===== src/rtl/i2s_tx_framer.sv =====
// I2S transmit framer: pulls FIFO bits and drives sd/ws, registered one sclk behind the internal bit counter.
// No backpressure upstream; an empty FIFO at word start turns that whole word into fill and raises sticky underrun.
module i2s_tx_framer #(
    parameter int   SLOT_MAX      = 32,
    parameter logic UNDERRUN_FILL = 1'b0
) (
    input  logic       sclk,
    input  logic       rst,
    input  logic       en,
    input  logic       frame_size,
    input  logic [1:0] word_size,
    input  logic [1:0] standard,
    input  logic       stereo,
    input  logic       mute,
    input  logic       clr_underrun,
    input  logic       fifo_bit,
    input  logic       fifo_empty,
    output logic       fifo_rd_en,
    output logic       sd,
    output logic       ws,
    output logic       busy,
    output logic       frame_done,
    output logic       underrun
);
    localparam int CW = $clog2(SLOT_MAX);
    localparam logic [CW:0] LEN16 = 16;
    localparam logic [CW:0] LEN24 = 24;
    localparam logic [CW:0] LEN32 = 32;
    localparam logic [CW:0] ONE   = 1;

    typedef enum logic {IDLE, RUN} state_t;

    state_t        state, state_nxt;
    logic [CW-1:0] cnt, cnt_nxt;
    logic          slot, slot_nxt;

    logic [CW-1:0] cfg_last, cfg_off, cfg_wend;
    logic          cfg_philips, cfg_stereo;
    logic          word_ok;

    logic [CW:0]   len, wlen, t_last, t_off, t_wend;
    logic [CW-1:0] new_last, new_off, new_wend;

    logic run, at_last, win, word_start, ok_now, frame_end, latch;
    logic sd_nxt, ws_nxt;

    // Window bounds are precomputed at latch time so the per-bit compare is just two magnitude checks.
    always_comb begin
        len  = frame_size ? LEN32 : LEN16;
        case (word_size)
            2'd0:    wlen = LEN16;
            2'd1:    wlen = LEN24;
            default: wlen = LEN32;
        endcase
        if (wlen > len) wlen = len;
        t_last = len - ONE;
        if (standard[1]) begin
            t_off  = len - wlen;
            t_wend = t_last;
        end else begin
            t_off  = '0;
            t_wend = wlen - ONE;
        end
        new_last = t_last[CW-1:0];
        new_off  = t_off[CW-1:0];
        new_wend = t_wend[CW-1:0];
    end

    assign run        = (state == RUN);
    assign busy       = run;
    assign at_last    = (cnt == cfg_last);
    assign win        = (!slot || cfg_stereo) && (cnt >= cfg_off) && (cnt <= cfg_wend);
    assign word_start = win && (cnt == cfg_off);
    assign ok_now     = word_start ? !fifo_empty : word_ok;
    assign frame_end  = run && at_last && slot;
    assign latch      = en && (!run || frame_end);
    assign fifo_rd_en = run && win && ok_now && !rst;

    always_comb begin
        state_nxt = state;
        cnt_nxt   = cnt;
        slot_nxt  = slot;
        sd_nxt    = 1'b0;
        ws_nxt    = 1'b0;
        case (state)
            IDLE: begin
                if (en) begin
                    state_nxt = RUN;
                    cnt_nxt   = '0;
                    slot_nxt  = 1'b0;
                end
            end
            RUN: begin
                if (at_last) begin
                    cnt_nxt  = '0;
                    slot_nxt = !slot;
                    if (slot && !en) state_nxt = IDLE;
                end else begin
                    cnt_nxt = cnt + CW'(1);
                end
                if (win && !mute) sd_nxt = ok_now ? fifo_bit : UNDERRUN_FILL;
                ws_nxt = slot ^ (cfg_philips && at_last);
            end
            default: state_nxt = IDLE;
        endcase
    end

    always_ff @(posedge sclk) begin
        if (rst) begin
            state       <= IDLE;
            cnt         <= '0;
            slot        <= 1'b0;
            sd          <= 1'b0;
            ws          <= 1'b0;
            frame_done  <= 1'b0;
            underrun    <= 1'b0;
            word_ok     <= 1'b0;
            cfg_last    <= '0;
            cfg_off     <= '0;
            cfg_wend    <= '0;
            cfg_philips <= 1'b0;
            cfg_stereo  <= 1'b0;
        end else begin
            state      <= state_nxt;
            cnt        <= cnt_nxt;
            slot       <= slot_nxt;
            sd         <= sd_nxt;
            ws         <= ws_nxt;
            frame_done <= frame_end;
            if (run && word_start) word_ok <= !fifo_empty;
            if (run && word_start && fifo_empty) underrun <= 1'b1;
            else if (clr_underrun)               underrun <= 1'b0;
            if (latch) begin
                cfg_last    <= new_last;
                cfg_off     <= new_off;
                cfg_wend    <= new_wend;
                cfg_philips <= (standard == 2'd0);
                cfg_stereo  <= stereo;
            end
        end
    end
endmodule


===== config.mk =====
export PLATFORM = sky130hd
export DESIGN_NAME = i2s_tx_framer
export DESIGN_NICKNAME = d
export VERILOG_FILES = /design/src/rtl/i2s_tx_framer.sv
export SDC_FILE = /design/constraint.sdc
export NUM_CORES = 1
export LEC_CHECK = 0
export ABC_AREA = 1
export CAP_MARGIN = 20
export CORE_MARGIN = 2
export CORE_UTILIZATION = 35
export DETAILED_ROUTE_END_ITERATION = 12
export DONT_BUFFER_PORTS = 1
export GPL_ROUTABILITY_DRIVEN = 0
export PLACE_DENSITY = 0.6
export SKIP_LAST_GASP = 1
export SLEW_MARGIN = 20
export SYNTH_ARGS = -nofsm -noshare
export SYNTH_HDL_FRONTEND = slang
export SYNTH_SLANG_ARGS = --single-unit

===== constraint.sdc =====
create_clock -name sclk -period 1.7 [get_ports sclk]
set_input_delay 0.34 -clock sclk [delete_from_list [all_inputs] [get_ports sclk]]
set_output_delay 0.34 -clock sclk [all_outputs]
set_load 0.05 [all_outputs]

# Word-level counts from Yosys, hierarchy flattened
# Cells that the tools add are included.
[classes]
addsub = 4
order_cmp = 3
eq_ne = 5
mux = 18
n_bitwise = 4
n_reduce_logical = 28
[ops]
columns = ["operator", "count"]
rows = [
  ["5-bit 2-to-1 mux", 5],
  ["1-bit logical AND", 14],
  ["6-bit case mux with 2 select lines", 1],
  ["5-bit == test", 2],
  ["5-bit case mux with 2 select lines", 1],
  ["5-bit by 1-bit subtractor with 5-bit output, second input constant", 2],
  ["1-bit 2-to-1 mux", 8],
  ["6-bit > comparator", 1],
  ["1-bit zero test", 6],
  ["6-bit 2-to-1 mux", 1],
  ["5-bit by 1-bit adder with 5-bit output, second input constant", 1],
  ["5-bit greater-or-equal comparator", 1],
  ["5-bit <= comparator", 1],
  ["5-bit subtractor", 1],
  ["2-bit zero test", 2],
  ["1-bit case mux with 2 select lines", 2],
  ["4-bit OR reduction", 1],
  ["1-bit inverter", 3],
  ["2-bit by 1-bit == test with 1-bit output, second input constant", 1],
  ["1-bit logical OR", 2],
  ["2-bit by 1-bit != test with 1-bit output, second input constant", 1],
  ["2-bit != test, second input constant", 1],
  ["2-bit AND reduction", 1],
  ["2-bit nonzero test", 1],
  ["2 further kinds", 2],
]
[word_totals]
reg_bits = 29
input_bits = 13
out_inout_bits = 6

# Longest topological paths before layout
# Gate-level depths: netlist of the first run.
[depth]
ltp_word = 8
mapped_depth = 11
depth_no_buf = 11

# Worst setup path before layout of the first run
# No wires, ideal clock.
[synth_path]
path_type = "reg-to-output"
start = "register state (netlist: busy)"
end = "output port fifo_rd_en"
arrival_time_ns = 1.610
path_slack_ns = -0.250
stages_incl_launch_ff = 7
path_cell_list = "dfxtp_1 > inv_1 > nor2_2 > nand2_1 > a21oi_1 > nand3_1 > inv_1"
[synth_between]
elab_chain_cells = 3
[synth_rtl]
columns = ["element", "line", "text"]
rows = [
  ["start, declared", "33", "state_t state, state_nxt;"],
  ["start signal, assigned", "124", "state <= state_nxt;"],
  ["1-bit logical AND (3 in a row)", "77", "assign fifo_rd_en = run && win && ok_now && !rst;"],
  ["end, declared", "18", "output logic fifo_rd_en,"],
]
# Every way passes these cells.

# Worst setup path in the final report of the first run
[layout_path]
start = "register cnt[3]"
end = "output port fifo_rd_en"
[layout_between]
elab_chain_cells = 7
word_cells_on_any_way = 10
classes_between = "2 x order compare; 1 x eq/ne; 1 x mux; 6 x reduce/logical"
[layout_rtl]
columns = ["element", "line", "text"]
rows = [
  ["start, declared", "34", "logic [CW-1:0] cnt, cnt_nxt;"],
  ["start signal, assigned", "125", "cnt <= cnt_nxt;"],
  ["5-bit greater-or-equal comparator", "72", "assign win = (!slot || cfg_stereo) && (cnt >= cfg_off) && (cnt <= cfg_wend);"],
  ["1-bit logical AND (2 in a row)", "72", ""],
  ["1-bit logical AND", "73", "assign word_start = win && (cnt == cfg_off);"],
  ["1-bit 2-to-1 mux", "74", "assign ok_now = word_start ? !fifo_empty : word_ok;"],
  ["1-bit logical AND (*) (2 in a row)", "77", ""],
]
# Mark *: on every way between the ends. The rest lies on a longest branch, timed or not.

==> results of run 1 <==
layer usage:
layer | part of all wire, % | global-route usage, % | wire, um
met5 | 0 | 0 | 0
met2 | 51 | 25.9 | 1410
met3 | 3.8 | 3.96 | 107
met1 | 45 | 18.1 | 1250
met4 | 0.43 | 1.67 | 12
cell type report:
class                   instances  area (sq um)
clock buffers                   4          36.3
fillers                       337          1690
flip-flops and latches         20           417
repair buffers                 22           169
inverters                      30           119
well taps                      46          57.6
multi-input cells             116           826
state kept, by name (all words and copies together) (netlist names):
signal / count
cfg_stereo: 1
ws: 1
cfg_off: 2
slot: 1
busy: 1
cfg_philips: 1
word_ok: 1
sd: 1
cfg_wend: 2
cnt: 5
underrun: 1
cfg_last: 2
frame_done: 1
kinds of logic (layout without fill, tap and decap cells):
logic type      after synthesis  in the layout  share of synthesized area [%]
compound gates               25             25                           12.2
xor+xnor                      1              1                          0.727
fa+ha+maj                     9              9                           9.35
buf+inv                      33             56                           11.8
flops                        20             20                           33.2
simple gates                 80             81                           32.7
Yosys cell counts (all sizes together):
cell type  instances  area share [%]
a21oi             17             8.0
buf                3             2.5
dfxtp             20              33
ha                 9             9.3
inv               30             9.3
nand2             41              14
nand3             16             7.9
nand4              2             2.3
nor2              18             6.6
nor3               1            0.83
nor4               1            0.52
o211ai             2             1.2
o21ai              4             1.7
o22ai              1            0.52
o31a               1            0.73
or2                1            0.52
xor2               1            0.73
worst register-to-register path, stage by stage (launching register included):
cell and delay, ps:
sky130_fd_sc_hd__dfxtp_4 390, sky130_fd_sc_hd__inv_1 50, sky130_fd_sc_hd__ha_1 180, sky130_fd_sc_hd__nand2_2 100
sky130_fd_sc_hd__nor2_4 60, sky130_fd_sc_hd__nor2_2 140, sky130_fd_sc_hd__nor2_4 60, sky130_fd_sc_hd__buf_4 130
sky130_fd_sc_hd__buf_4 120, sky130_fd_sc_hd__buf_4 120, sky130_fd_sc_hd__buf_4 110, sky130_fd_sc_hd__buf_4 120
sky130_fd_sc_hd__nand4_1 120, sky130_fd_sc_hd__nand2_1 70, sky130_fd_sc_hd__nor2_1 80
power groups by stage:
stage	Clock [W]	Combinational (W)	Sequential, W
floorplan	0	0.000187	0.000534
global placement	0	0.000260	0.000527
detailed placement	0	0.000266	0.000528
CTS	0.000285	0.000313	0.000517
global route	0.000309	0.000403	0.000522
finish	0.000276	0.000365	0.000518
final timing paths:
kind	from	to	slack (ps)
setup / recovery	cnt[3]	fifo_rd_en	-310
hold / removal	rst	cfg_wend[4]	80
setup reg to reg	cnt[1]	word_ok	-210
hold reg to reg	cfg_wend[4]	cfg_wend[4]	470
per-stage QoR:
stage | area, sq um | hold slack [ps]
finish | 1620 | 83.3
global route | 1620 | 51.1
CTS | 1520 | 74.4
detailed placement | 1370 | 405
global placement | 1370 | 404
floorplan | 1230 | 410
repair_timing:
item	4_1_cts	5_1_grt
buffers inserted	5	2
gates cloned	0	1
gates resized for setup	15	21
hold buffers	0	0
pin swaps	5	11
hold endpoints to repair	0	0
setup endpoints to repair	1	15
placed cells by master (no fill, tap or decap), drive strengths merged, types with 2 or more instances in the layout:
cell,count
buf,22
a21oi,17
dfxtp,20
o211ai,2
nand4,2
ha,9
o21ai,4
inv,29
clkbuf,4
nor2,18
nand3,16
nand2,42
==> results.toml, run 1 <==
[route]
detailroute.via_count = 1134
routed_wl_um = 2790
length_of_the_first_detailed_routing_pass_in_iterations = 4
routed_via_density = 4.76
drtAntennaViolNets = 0
route.detailed.wl_per_inst_um = 11.7
first_iter_violations = 55
drc = 0

[sta]
clock_skew_ps = 5.53
final-max-slew-violation-count = 0
setup_total_negative_slack_ps = -696
rsz0062_at_grt = "true"
final.min_clock_period_ps = 2010
share_of_the_clock_period_used_by_the_worst_path_after_layout_pct = 118
worst_slew_pin_slew_ps = 507
layout_setup_ws_ps = -311
setup_viol = 3
fmaxAchievable_ghz = 0.497
finalHoldViolCount = 0
slew-limit-headroom_pct = 66.1

[floorplan]
die_width_um = 62.7
die_area_sq_mm = 0.00393
die_height_um = 62.7
core_area_sq_mm = 0.00331
cell_row_count = 21
start_util_pct = 36.4
num_io_pins = 19

[worst_setup_path]
worst-path-max-fanout = 3
critPathKind = "reg -> out"
worst_path_most_repeated_cell = "sky130_fd_sc_hd__nand2_2"
worst-endpoint-arrival_ps = 1670
register_to_register_path_depth = 14
worst-endpoint-required_ps = 1360
buffering_stage_count_on_the_worst_path_with_inverters_included = 2
critical_path.max_stage_delay_ps = 370
path_cells = "inv_2 -> ha_4 -> nand2_4 -> nor2_4 -> nand2_2 -> nand2_2 -> a21oi_4 -> nand3_4 -> clkinvlp_4"
timing.critical_path.slowest_stage_cell = "sky130_fd_sc_hd__dfxtp_2"
critical_path.startpoint_type = "flip-flop"
worst-path-stages = 9
timing.critical_path.max_delay_family = "simple AND/OR/NAND/NOR gates"
worstSetupEndpointType = "output port"

[placement]
preCtsSetupSlack_ps = -53.9
numPortBuffers = 0
place.detailed.instances = 226
detailed_place_hpwl_um = 2070

[hold_path]
whs_path_depth = 1
timing.hold.worst.class = "in -> reg"

[final_layout]
post_route_cells_drive_above_1_share_pct = 39.1
finalNonFillerCells = 238
final_util_pct = 49.1
number_of_nets_in_the_layout = 215
flow.area_growth_from_synthesis_pct = 34.8
insertedDiodeCount = 0

[power]
power_per_cell_area_mw_per_mm2 = 714
p_sw_share_pct = 31.8
ir_worst_vdd_mv = 0.402
power_report.internal_total_w = 0.000791
report.power.total_w = 0.00116
netSwitchingPower_w = 0.000368
p_leak_nw = 0.683
seq_power_share_pct = 44.7
pwr-share-clk_pct = 23.8
comb_power_share_pct = 31.5

[grt]
globalRouteTotalUtil_pct = 14.6
antenna_violations_before_repair = 0
grt_pass1_wl_um = 4620
global_route.overflow_total = 0
grt_start_max_net_pins = 14
first_global_vias = 1087

[yosys]
yosys_warnings = 0
post_synth_num_cell_types = 26
syn-cell-area_sq_mm = 0.00120
yosys_register_bits = 20
synthesis.instances = 168
synth_fp_nets = 190
proportion_of_synthesized_chip_area_in_sequential_cells_pct = 33.2
synth_area_per_cell_sq_um = 7.17

[cts]
clock_tree_from_tritoncts = "done"
cts_buffers = 3
cts.root.buffer_cell = "sky130_fd_sc_hd__clkbuf_4"
skew_pair_late_insertion_delay_ps = 300
h-tree-depth = 1
cts_num_sinks = 20
clk_pin_slew_worst_paths_ps = 110
cts_max_path_buffers = 2

[run_status]
failed_checks = "negative setup slack"
run_status = "complete, but fails checks"

[flow_run]
maxCapViolations = 0
Note: power is estimated with default switching activity, not from simulation.
==> run 2, diff against run 1 <==
- CELL_PAD_IN_SITES_DETAIL_PLACEMENT: default -> 1
- CELL_PAD_IN_SITES_GLOBAL_PLACEMENT: default -> 2
- CORE_UTILIZATION: 35 -> 34
- PLACE_DENSITY: 0.6 -> 0.78
==> run 2 against run 1 <==
The run still ends with negative setup slack left; critical path depth stayed put; worst hold slack worse by 31 ps; utilization is 1.3 points higher; global-route usage is 4.0 points higher; clock skew is 3.1 ps lower; non-clock buffer count stayed put; die area is 2.7% higher; clock power is 52% higher; sequential power hardly changed; first-iteration DRC count is 47% lower; largest power group unchanged.
==> results.toml, run 2 (same netlist as run 1, synthesis figures left out) <==
[placement]
detailed_place_hpwl_um = 2480
numPortBuffers = 0
preCtsSetupSlack_ps = -106

[sta]
share_of_the_clock_period_used_by_the_worst_path_after_layout_pct = 124
fmaxAchievable_ghz = 0.475
layout_setup_ws_ps = -407
rsz0062_at_grt = "true"
final.min_clock_period_ps = 2110
setup_total_negative_slack_ps = -407
clock_skew_ps = 2.46
final-max-slew-violation-count = 0
worst_slew_pin_slew_ps = 511
setup_viol = 1
final.hold.worst_slack_ps = 52.1
slew-limit-headroom_pct = 65.9
finalHoldViolCount = 0

[cts]
cts.root.buffer_cell = "sky130_fd_sc_hd__clkbuf_4"
cts_max_path_buffers = 2
h-tree-depth = 1
skew_pair_late_insertion_delay_ps = 320
cts.hold.buffers_added = 0
clk_pin_slew_worst_paths_ps = 140
cts_buffers = 3
cts_num_sinks = 20
clock_tree_from_tritoncts = "done"

[final_layout]
largest_register_ff_count = 5
largest_register = "cnt"
most_common_library_cell_in_the_layout_ignoring_fill_and_taps = "sky130_fd_sc_hd__nand2_1"
post_route_cells_drive_above_1_share_pct = 45.8
number_of_nets_in_the_layout = 215
insertedDiodeCount = 0
mostFrequentLayoutCells = "25 x sky130_fd_sc_hd__nand2_1, 23 x sky130_fd_sc_hd__inv_1, 20 x sky130_fd_sc_hd__buf_4"
flow.area_growth_from_synthesis_pct = 40.5

[worst_setup_path]
path_cells = "inv_1 -> ha_1 -> nand2_1 -> nor2_1 -> nand2_1 -> nand3_2 -> nand2_2 -> nand3_4 -> clkinvlp_4"
worst-path-max-fanout = 2
worst-endpoint-arrival_ps = 1770
critical_path.startpoint_type = "flip-flop"
buffering_stage_count_on_the_worst_path_with_inverters_included = 2
worst-endpoint-required_ps = 1360
critical_path.max_stage_delay_ps = 360
timing.critical_path.max_delay_family = "simple AND/OR/NAND/NOR gates"
critPathKind = "reg -> out"
timing.critical_path.slowest_stage_cell = "sky130_fd_sc_hd__dfxtp_2"
worst_path_most_repeated_cell = "sky130_fd_sc_hd__nand2_1"
worstSetupEndpointType = "output port"

[power]
comb_power_share_pct = 28.1
pwr-share-clk_pct = 32.1
p_sw_share_pct = 32.2
seq_power_share_pct = 39.8
p_leak_nw = 0.698
power_report.internal_total_w = 0.000886
report.power.total_w = 0.00131
power_per_cell_area_mw_per_mm2 = 772
netSwitchingPower_w = 0.000421
ir_worst_vdd_mv = 0.338

[grt]
antenna_violations_before_repair = 0
globalRouteTotalUtil_pct = 18.6
grt_start_max_net_pins = 14
first_global_vias = 1217
global_route.overflow_total = 0
grt_pass1_wl_um = 5790

[hold_path]
timing.hold.worst.class = "in -> reg"

[route]
first_iter_violations = 29
drtAntennaViolNets = 0
route.detailed.wl_per_inst_um = 15.7
routed_via_density = 4.90
drc = 0
length_of_the_first_detailed_routing_pass_in_iterations = 3
routed_wl_um = 3730
detailroute.via_count = 1166

[floorplan]
cell_row_count = 21
start_util_pct = 35.8
num_io_pins = 19
die_height_um = 63.5
core_area_sq_mm = 0.00336
die_width_um = 63.5
die_area_sq_mm = 0.00404

[run_status]
run_status = "complete, but fails checks"
failed_checks = "negative setup slack"

[flow_run]
maxCapViolations = 0
run 2: cell types whose count changed in the layout (fill, tap and decap cells not counted), sizes merged:
cell	change
bufinv	+1
clkbuf	-1
run 2: stage by stage:
stage	util [%]	instance area, sq um	instances
global route	50.3	1690	238
global placement	41.0	1380	227
floorplan	-	1230	168
CTS	47.1	1580	241
finish	50.3	1690	238
detailed placement	41.0	1380	227
run 2: path summary, 6_finish.rpt:
check / from / endpoint / slack [ps] / depth (start not counted)
min reg2reg: cfg_wend[4] / cfg_wend[4] / 460 / 2
max reg2reg: cfg_last[3] / cfg_last[3] / 20 / 10
max: cfg_wend[3] / fifo_rd_en / -410 / 9
min: rst / cfg_wend[4] / 50 / 1
run 2: repair_timing:
item | 4_1_cts | 5_1_grt
endpoints found under the setup margin | 5 | 19
buffers inserted | 12 | 5
cloned | 1 | 0
pin swaps | 8 | 16
gates resized for setup | 15 | 34
run 2: cell type report:
class / count / area (sq um)
fillers: 449 / 1670
multi-input cells: 116 / 867
flip-flops and latches: 20 / 418
repair buffers: 22 / 181
inverters: 30 / 116
well taps: 46 / 57.6
clock inverters: 1 / 30.0
clock buffers: 3 / 22.5
run 2: per-layer routing:
metal / wire length (um) / GRT usage (%) / share of wire, %
met4: 58 / 5.98 / 1.6
met2: 2050 / 34.9 / 55
met1: 1540 / 21.9 / 41
met5: 0 / 0 / 0
met3: 85 / 1.79 / 2.3
run 2: power groups by stage:
stage | clock network (W) | registers (W) | logic (W)
4_1_cts | 0.000420 | 0.000518 | 0.000328
3_3_place_gp | 0 | 0.000527 | 0.000262
2_1_floorplan | 0 | 0.000534 | 0.000187
6_report | 0.000419 | 0.000520 | 0.000367
5_1_grt | 0.000445 | 0.000524 | 0.000403
3_5_place_dp | 0 | 0.000528 | 0.000274
==> run 3, diff against run 2 <==
- PLACE_DENSITY: 0.78 -> default
- PLACE_DENSITY_LB_ADDON: default -> 0.1
==> run 3 against run 2 <==
Maximum frequency increased by 1.9%; die area stayed put; the run still ends with negative setup slack left; non-clock buffer count grew 3; critical path depth is 1 lower; register-to-register slack barely moved; critical path type unchanged; cell count is 1.3% higher.
==> results.toml, run 3 (same netlist as run 1, synthesis figures left out) <==
[final_layout]
mostFrequentLayoutCells = "28 x sky130_fd_sc_hd__nand2_1, 24 x sky130_fd_sc_hd__buf_4, 22 x sky130_fd_sc_hd__inv_1"
flow.area_growth_from_synthesis_pct = 39.8
number_of_nets_in_the_layout = 218
largest_register = "cnt"
largest_register_ff_count = 5
fillerInstances = 443
most_common_library_cell_in_the_layout_ignoring_fill_and_taps = "sky130_fd_sc_hd__nand2_1"
insertedDiodeCount = 0
post_route_cells_drive_above_1_share_pct = 45.1
finalNonFillerCells = 241

[worst_setup_path]
worst_path_most_repeated_cell = "sky130_fd_sc_hd__nor2_2"
worstSetupEndpointType = "output port"
critPathKind = "reg -> out"
worst-endpoint-arrival_ps = 1730
critical_path.max_stage_delay_ps = 410
critical_path.startpoint_type = "flip-flop"
register_to_register_path_depth = 10
worst-path-max-fanout = 3
buffering_stage_count_on_the_worst_path_with_inverters_included = 2
timing.critical_path.max_delay_family = "simple AND/OR/NAND/NOR gates"
path_cells = "inv_4 -> ha_4 -> nand2_4 -> nor2_4 -> nor2_2 -> nor2_2 -> nand3_4 -> clkinvlp_4"
worst-path-stages = 8
worst-endpoint-required_ps = 1360
timing.critical_path.slowest_stage_cell = "sky130_fd_sc_hd__dfxtp_4"

[grt]
antenna_violations_before_repair = 0
first_global_vias = 1329
global_route.overflow_total = 0
grt_start_max_net_pins = 14
globalRouteTotalUtil_pct = 20.2
grt_pass1_wl_um = 6230

[floorplan]
start_util_pct = 35.8
die_width_um = 63.5
num_io_pins = 19
core_area_sq_mm = 0.00336
die_height_um = 63.5
die_area_sq_mm = 0.00404
cell_row_count = 21

[route]
detailroute.via_count = 1198
routed_wl_um = 3800
length_of_the_first_detailed_routing_pass_in_iterations = 4
routed_via_density = 4.97
drtAntennaViolNets = 0
drc = 0
route.detailed.wl_per_inst_um = 15.7
first_iter_violations = 26

[run_status]
run_status = "complete, but fails checks"
failed_checks = "negative setup slack"

[placement]
preCtsSetupSlack_ps = -98.1
detailed_place_hpwl_um = 2660
numPortBuffers = 0
place.detailed.instances = 227

[sta]
share_of_the_clock_period_used_by_the_worst_path_after_layout_pct = 122
layout_setup_ws_ps = -369
setup_total_negative_slack_ps = -369
final.min_clock_period_ps = 2070
clock_skew_ps = 3.19
fmaxAchievable_ghz = 0.483
rsz0062_at_grt = "true"
final-max-slew-violation-count = 0
setup_viol = 1
finalHoldViolCount = 0
worst_slew_pin_slew_ps = 537
slew-limit-headroom_pct = 64.2

[power]
report.power.total_w = 0.00118
p_sw_share_pct = 33.7
comb_power_share_pct = 31.8
ir_worst_vdd_mv = 0.304
power_per_cell_area_mw_per_mm2 = 703
power_report.internal_total_w = 0.000785
netSwitchingPower_w = 0.000399
p_leak_nw = 0.696
seq_power_share_pct = 43.9
pwr-share-clk_pct = 24.3

[cts]
cts_buffers = 3
cts_max_path_buffers = 2
clk_pin_slew_worst_paths_ps = 120
clock_tree_from_tritoncts = "done"
cts.root.buffer_cell = "sky130_fd_sc_hd__clkbuf_4"
skew_pair_late_insertion_delay_ps = 300
cts_num_sinks = 20
h-tree-depth = 1

[hold_path]
timing.hold.worst.class = "in -> reg"
whs_path_depth = 1

[flow_run]
maxCapViolations = 0
## run 3: metal layers
layer  global-route usage (%)  part of all wire, %  vias to the layer above
li1                         -                    -                      592
met1                     22.5                   39                      574
met2                     37.5                   55                       24
met3                     3.57                  3.3                        8
met4                     7.88                  2.3                        0
met5                        0                    0                        -
## run 3: worst paths after layout
path,slack (ps),from,endpoint
max reg2reg,10,cfg_last[3],cfg_stereo
min reg2reg,500,cfg_wend[3],cfg_wend[3]
min,70,rst,cfg_wend[4]
max,-370,cnt[3],fifo_rd_en
## run 3: repair_timing
| action | in CTS | in global routing |
|---|---|---|
| hold endpoints to repair | 0 | 0 |
| setup buffers | 9 | 6 |
| cloned | 0 | 1 |
| hold buffers | 0 | 0 |
| pin swaps | 5 | 19 |
| endpoints found under the setup margin | 5 | 11 |
| resized for setup | 21 | 26 |
## run 3: layout make-up
| class | count | area [sq um] | area share, % |
|---|---|---|---|
| Sequential cell | 20 | 417 | 24.7 |
| Multi-Input combinational cell | 116 | 861 | 51.1 |
| Tap cell | 46 | 57.6 | 3.42 |
| Clock buffer | 4 | 36.3 | 2.15 |
| Inverter | 30 | 121 | 7.21 |
| Timing Repair Buffer | 25 | 191 | 11.4 |
## run 3: through the flow
stage	area (sq um)	hold slack, ps	util (%)
finish	1680	73.7	50.1
detailed placement	1380	406	41.0
floorplan	1230	410	-
global route	1680	44.8	50.1
CTS	1580	63.7	46.9
global placement	1380	404	41.0
## run 3: worst register-to-register path, stage by stage (launching register included)
cell	delay, ps
sky130_fd_sc_hd__dfxtp_2	370
sky130_fd_sc_hd__inv_4	50
sky130_fd_sc_hd__ha_4	270
sky130_fd_sc_hd__nand2_2	80
sky130_fd_sc_hd__nor2_4	130
sky130_fd_sc_hd__buf_6	130
sky130_fd_sc_hd__nand4_4	150
sky130_fd_sc_hd__nand2_8	140
sky130_fd_sc_hd__buf_4	120
sky130_fd_sc_hd__nand3_2	60
sky130_fd_sc_hd__a21oi_2	130
## run 3: power by group through the flow
stage	Clock, W	Sequential, W	Combinational [W]
finish	0.000288	0.000520	0.000376
global route	0.000320	0.000523	0.000419
CTS	0.000298	0.000517	0.000340
detailed placement	0	0.000529	0.000279
global placement	0	0.000528	0.000269
floorplan	0	0.000534	0.000187
